===== config.mk =====
export PLATFORM = sky130hd
export DESIGN_NAME = stopwatch_time_counter
export DESIGN_NICKNAME = d
export VERILOG_FILES = /design/src/rtl/stopwatch_time_counter_pkg.sv /design/src/rtl/stopwatch_time_counter_bcd_digit_counter.sv /design/src/rtl/stopwatch_time_counter.sv
export SDC_FILE = /design/constraint.sdc
export NUM_CORES = 1
export LEC_CHECK = 0
export CAP_MARGIN = 40
export CELL_PAD_IN_SITES_DETAIL_PLACEMENT = 2
export CELL_PAD_IN_SITES_GLOBAL_PLACEMENT = 2
export CORE_ASPECT_RATIO = 0.75
export CORE_MARGIN = 2
export CORE_UTILIZATION = 33
export CTS_BUF_LIST = sky130_fd_sc_hd__clkbuf_8
export DETAILED_ROUTE_END_ITERATION = 12
export GPL_ROUTABILITY_DRIVEN = 0
export GPL_TIMING_DRIVEN = 1
export PLACE_DENSITY_LB_ADDON = 0.2
export SLEW_MARGIN = 20
export SYNTH_ARGS = -nofsm -noshare
export SYNTH_HDL_FRONTEND = slang
export SYNTH_SLANG_ARGS = --single-unit

===== constraint.sdc =====
create_clock -name i_clock -period 2.1 [get_ports i_clock]
set_input_delay 0.315 -clock i_clock [delete_from_list [all_inputs] [get_ports i_clock]]
set_output_delay 0.315 -clock i_clock [all_outputs]
set_load 0.005 [all_outputs]

===== src/rtl/stopwatch_time_counter_pkg.sv =====
// Shared types and constants for the stopwatch time counter.
//   bcd_digit_t   : one BCD digit (4 bits)
//   time_field_t  : two BCD digits, tens in [7:4], ones in [3:0]
//   BCD_MAX_9/5   : terminal values for decimal and base-6 digits
//   TICK_DIV_DEFAULT : system clocks per centisecond at the production clock
package stopwatch_time_counter_pkg;

  typedef logic [3:0] bcd_digit_t;
  typedef logic [7:0] time_field_t;

  localparam bcd_digit_t BCD_MAX_9 = 4'd9;
  localparam bcd_digit_t BCD_MAX_5 = 4'd5;

  localparam int TICK_DIV_DEFAULT = 1_000_000;

endpackage


===== src/rtl/stopwatch_time_counter_bcd_digit_counter.sv =====
// One BCD digit of the time cascade.
// Ports:
//   i_clock, i_async_rst : clock, asynchronous active-high reset
//   clear                : synchronous zero, wins over inc
//   inc                  : advance by one (carry-in from the lower digit)
//   digit                : registered digit value
//   carry                : combinational carry-out, inc while digit == MAX
// Parameter MAX selects the terminal value (9 or 5).
module bcd_digit_counter
  import stopwatch_time_counter_pkg::*;
#(
  parameter bcd_digit_t MAX = BCD_MAX_9
) (
  input  logic       i_clock,
  input  logic       i_async_rst,
  input  logic       clear,
  input  logic       inc,
  output bcd_digit_t digit,
  output logic       carry
);

  bcd_digit_t digit_q;

  // Values above MAX are only reachable by upset; >= folds them into the
  // normal wrap so they reload 0, without generating a carry.
  always_ff @(posedge i_clock or posedge i_async_rst) begin
    if (i_async_rst) begin
      digit_q <= '0;
    end else if (clear) begin
      digit_q <= '0;
    end else if (inc) begin
      if (digit_q >= MAX) digit_q <= '0;
      else                digit_q <= digit_q + 4'd1;
    end
  end

  assign digit = digit_q;
  assign carry = inc & (digit_q == MAX);

endmodule


===== src/rtl/stopwatch_time_counter.sv =====
// Stopwatch time counter: centisecond prescaler feeding a cascaded BCD
// MM:SS.CC counter, with a one-cycle wrap pulse at 99:59.99 -> 00:00.00.
// Ports:
//   i_clock, i_async_rst : clock, asynchronous active-high reset
//   i_enable             : count enable from the run/halt FSM
//   i_clear              : synchronous clear, priority over enable and lap
//   o_cs, o_sec, o_min   : BCD time fields
//   o_wrap               : one-cycle pulse on full rollover
// Optional (macro STOPWATCH_LAP_EN):
//   i_lap                : capture current time into lap registers
//   o_lap_cs/sec/min     : captured lap time
//   o_lap_valid          : a lap has been captured since last clear/reset
module stopwatch_time_counter
  import stopwatch_time_counter_pkg::*;
#(
  parameter int TICK_DIV   = TICK_DIV_DEFAULT,
  parameter int PRESCALE_W = 20
) (
  input  logic        i_clock,
  input  logic        i_async_rst,
  input  logic        i_enable,
  input  logic        i_clear,
  output time_field_t o_cs,
  output time_field_t o_sec,
  output time_field_t o_min,
  output logic        o_wrap
`ifdef STOPWATCH_LAP_EN
  ,
  input  logic        i_lap,
  output time_field_t o_lap_cs,
  output time_field_t o_lap_sec,
  output time_field_t o_lap_min,
  output logic        o_lap_valid
`endif
);

  localparam logic [PRESCALE_W-1:0] PRESCALE_LAST = PRESCALE_W'(TICK_DIV - 1);

  logic [PRESCALE_W-1:0] prescale;
  logic       tick;
  logic       c_cs0, c_cs1, c_sec0, c_sec1, c_min0, c_min1;
  bcd_digit_t cs0, cs1, sec0, sec1, min0, min1;

  // Prescaler holds its partial count while disabled so halt/resume
  // does not lose sub-centisecond time.
  always_ff @(posedge i_clock or posedge i_async_rst) begin
    if (i_async_rst) begin
      prescale <= '0;
    end else if (i_clear) begin
      prescale <= '0;
    end else if (i_enable) begin
      if (prescale == PRESCALE_LAST) prescale <= '0;
      else                           prescale <= prescale + 1'b1;
    end
  end

  // A tick coinciding with clear is dropped so no carry (and no wrap) fires.
  assign tick = i_enable & ~i_clear & (prescale == PRESCALE_LAST);

  bcd_digit_counter #(.MAX(BCD_MAX_9)) u_cs0 (
    .i_clock(i_clock), .i_async_rst(i_async_rst), .clear(i_clear),
    .inc(tick),   .digit(cs0),  .carry(c_cs0));
  bcd_digit_counter #(.MAX(BCD_MAX_9)) u_cs1 (
    .i_clock(i_clock), .i_async_rst(i_async_rst), .clear(i_clear),
    .inc(c_cs0),  .digit(cs1),  .carry(c_cs1));
  bcd_digit_counter #(.MAX(BCD_MAX_9)) u_sec0 (
    .i_clock(i_clock), .i_async_rst(i_async_rst), .clear(i_clear),
    .inc(c_cs1),  .digit(sec0), .carry(c_sec0));
  bcd_digit_counter #(.MAX(BCD_MAX_5)) u_sec1 (
    .i_clock(i_clock), .i_async_rst(i_async_rst), .clear(i_clear),
    .inc(c_sec0), .digit(sec1), .carry(c_sec1));
  bcd_digit_counter #(.MAX(BCD_MAX_9)) u_min0 (
    .i_clock(i_clock), .i_async_rst(i_async_rst), .clear(i_clear),
    .inc(c_sec1), .digit(min0), .carry(c_min0));
  bcd_digit_counter #(.MAX(BCD_MAX_9)) u_min1 (
    .i_clock(i_clock), .i_async_rst(i_async_rst), .clear(i_clear),
    .inc(c_min0), .digit(min1), .carry(c_min1));

  assign o_cs  = {cs1, cs0};
  assign o_sec = {sec1, sec0};
  assign o_min = {min1, min0};

  // Carry out of the top digit is exactly the 99:59.99 rollover.
  always_ff @(posedge i_clock or posedge i_async_rst) begin
    if (i_async_rst) o_wrap <= 1'b0;
    else             o_wrap <= c_min1;
  end

`ifdef STOPWATCH_LAP_EN
  // Captures the pre-increment value when a tick lands in the same cycle.
  always_ff @(posedge i_clock or posedge i_async_rst) begin
    if (i_async_rst) begin
      o_lap_cs    <= '0;
      o_lap_sec   <= '0;
      o_lap_min   <= '0;
      o_lap_valid <= 1'b0;
    end else if (i_clear) begin
      o_lap_cs    <= '0;
      o_lap_sec   <= '0;
      o_lap_min   <= '0;
      o_lap_valid <= 1'b0;
    end else if (i_lap) begin
      o_lap_cs    <= o_cs;
      o_lap_sec   <= o_sec;
      o_lap_min   <= o_min;
      o_lap_valid <= 1'b1;
    end
  end
`endif

endmodule


==> out/metrics.cfg <==
[status]
status = finished with violations
violations = setup timing

[global_routing]
grt_pass1_vias = 3164
grt_pass1_wl_mm = 16.4
grt_usage = 0.216
antenna_found_initial = 0
grt_overflow = 0
grt_max_degree = 32

[layout]
fin_nets = 416
layout.area.seq_mm2 = 0.00113
multi_input_area_mm2 = 0.00173
stdcell_count = 501
postLayoutCoreUtil = 0.461
fin_area_mm2 = 0.00386
area_growth_pct = 36.8
antenna_cells = 0
fillers = 925
post_route_cells_drive_above_1_share = 0.244
layout_commonest_cell = buf_4
final_cell_mix = 50 x buf_4, 45 x dfrtp_1, 33 x nand2_1

[worst_setup_path]
reg2reg_from = prescale[15]
endpoint = u_cs1.digit[3]
critPathLaunchType = register
arrival_ps = 2370
required_ps = 2350
path_class = register to register
timing.rr.end = u_cs1.digit[3]
critPathLaunch = prescale[15]
endpoint_kind = register
reg2reg_depth = 6
critPathMaxFanout = 5
rrSetupSlack_ps = -20

[synth]
syn_area_per_cell_um2 = 9.03
synth_top_area_frac = 0.399
netlist_area_mm2 = 0.00283
synth_edf_count = 0
synthTopCellsByArea = dfrtp_1 40%, ha_1 8.4%, nand2_1 4.4%, a21oi_1 3.7%, nand3_1 3.7%
yosysSeqAreaShare = 0.399
async_flop_share = 1.00
synth_fp_nets = 336
yosysWarnings = 0
netlist_instances = 313
synth-seq-cells = 45
synth_area_leader_cell = dfrtp_1
synth_ff_type = dfrtp_1
yosysUniqueCellTypes = 56

[timing]
rsz0062_at_grt = yes
finalSetupViolCount = 1
finalWorstSetupSlack_ps = -19.0
tightest_slew_ps = 760
fmax_mhz = 472
relSlewSlack = 0.492
skew_ps = 6.97
timing.final.crit_share = 1.01
hold_viol = 0
report.final.slew_viol_count = 0
hold_slack_ps = 301
period_needed_ps = 2120

[route]
first_pass_iters = 4
drt-initial-drc-count = 104
ant_nets = 0
drc_errors = 0
wl_mm = 9.83
wl_per_cell_um = 19.6
via_per_inst = 5.64
num_vias = 2827

[hold_path]
hold_class = input port to async pin

[placed_design]
placement.cell_area_mm2 = 0.00357
portBuffers = 28
dp_hpwl_mm = 7.13
dpl.cell_count = 489

[floorplan]
io_pins = 29
die_x_um = 111
rows = 29
start_util = 0.337
core-area_mm2 = 0.00838
die-area_mm2 = 0.00932
fp.dieH_um = 84.1

[cts]
htreeDepth = 2
cts_tree = built
cts_max_path_buffers = 2
cts_hold_buf = 0
cts_buffers = 5
clk_latency_ps = 310
clockRootBuffer = clkbuf_8
clock-sinks = 45
path_clk_slew_ps = 90

[pwr]
power_density_mw_per_mm2 = 436
total_power_mw = 1.68
leakage_nw = 1.68
irDropWorstVdd_uv = 285

[flow_run]
drv_cap = 0

final cells by class:
class,count,area share
Multi-Input combinational cell,238,0.447
Sequential cell,45,0.291
Timing Repair Buffer,80,0.178
Tap cell,108,0.0350
Inverter,23,0.0223
Clock buffer,5,0.0178
Clock inverter,2,0.00907
how the worst min path moves through the flow:
stage	startpoint	end	slack, ps	cells after the start
6_report	i_async_rst	u_sec1.digit[1]	300	2
5_1_grt	i_async_rst	u_sec1.digit[1]	340	2
4_1_cts	i_async_rst	u_sec1.digit[1]	320	2
3_5_place_dp	prescale[9]	prescale[9]	550	2
3_3_place_gp	prescale[5]	prescale[5]	540	1
2_1_floorplan	prescale[19]	prescale[19]	440	1
power breakdown:
part / leakage (nW) / switching (mW) / internal [mW] / total, mW
registers: 0.627 / 0.0107 / 0.875 / 0.886
logic: 0.995 / 0.0815 / 0.0463 / 0.128
clock network: 0.0540 / 0.322 / 0.347 / 0.669
flip-flops by register name, summed over array words and instances (netlist names):
| signal | count |
|---|---|
| u_sec1.digit | 4 |
| u_cs0.digit | 4 |
| prescale | 20 |
| u_sec0.digit | 4 |
| u_min0.digit | 4 |
| u_cs1.digit | 4 |
| u_min1.digit | 4 |
| o_wrap | 1 |
timing repair:
item,in CTS,in global routing
cloned,0,0
pin swaps,0,8
setup endpoints to repair,18,23
gates resized for setup,10,22
setup buffers,2,3
hold endpoints to repair,0,0
cells in the mapped netlist (2+ instances only):
cell and count:
nor3_1 4, clkbuf_1 4, and2_1 2, mux2_2 2
inv_1 23, and4_1 4, nand4_1 11, a41oi_1 4
a22o_1 2, or4b_1 2, a21oi_1 21, o21ai_1 2
ha_1 19, nor2_1 16, o21ai_0 10, or3_1 5
nand3b_1 6, a31oi_1 14, dfrtp_1 45, and3_1 3
a211o_1 2, nand3_1 21, a211oi_1 3, or2_2 2
nor4_1 5, and3_2 2, nand2b_1 9, nand4b_1 4
a21o_1 4, mux2i_1 2, nand2_1 33, o31ai_1 3
critical path, cell delays in order (launching register included):
cell and delay, ps:
dfrtp_1 400, or4b_4 560, nor4_4 240, buf_4 210, nand3_2 90, or4_1 480, nand3_1 90
stage by stage:
stage | setup slack, ps | setup TNS [ps]
3_3_place_gp | -129 | -618
4_1_cts | -23.8 | -46.2
2_1_floorplan | 12.8 | 0
3_5_place_dp | -323 | -2150
6_report | -19.0 | -19.0
5_1_grt | -123 | -908
cell families after synthesis:
family	synth area share
buffers and inverters	0.0438
DFF	0.399
and+or+nand+nor	0.284
xor gates and xnor gates	0.00620
AOI/OAI and AO/OA	0.168
muxes	0.0151
adders and majority gates	0.0841
layer usage:
metal | up-vias | global-route usage | share of wire
met1 | 1462 | 0.298 | 0.49
met2 | 36 | 0.361 | 0.48
li1 | 1319 | - | -
met5 | - | 0 | 0
met4 | 0 | 0.0455 | 0.013
met3 | 10 | 0.0368 | 0.021
(Power assumes the default switching activity.)
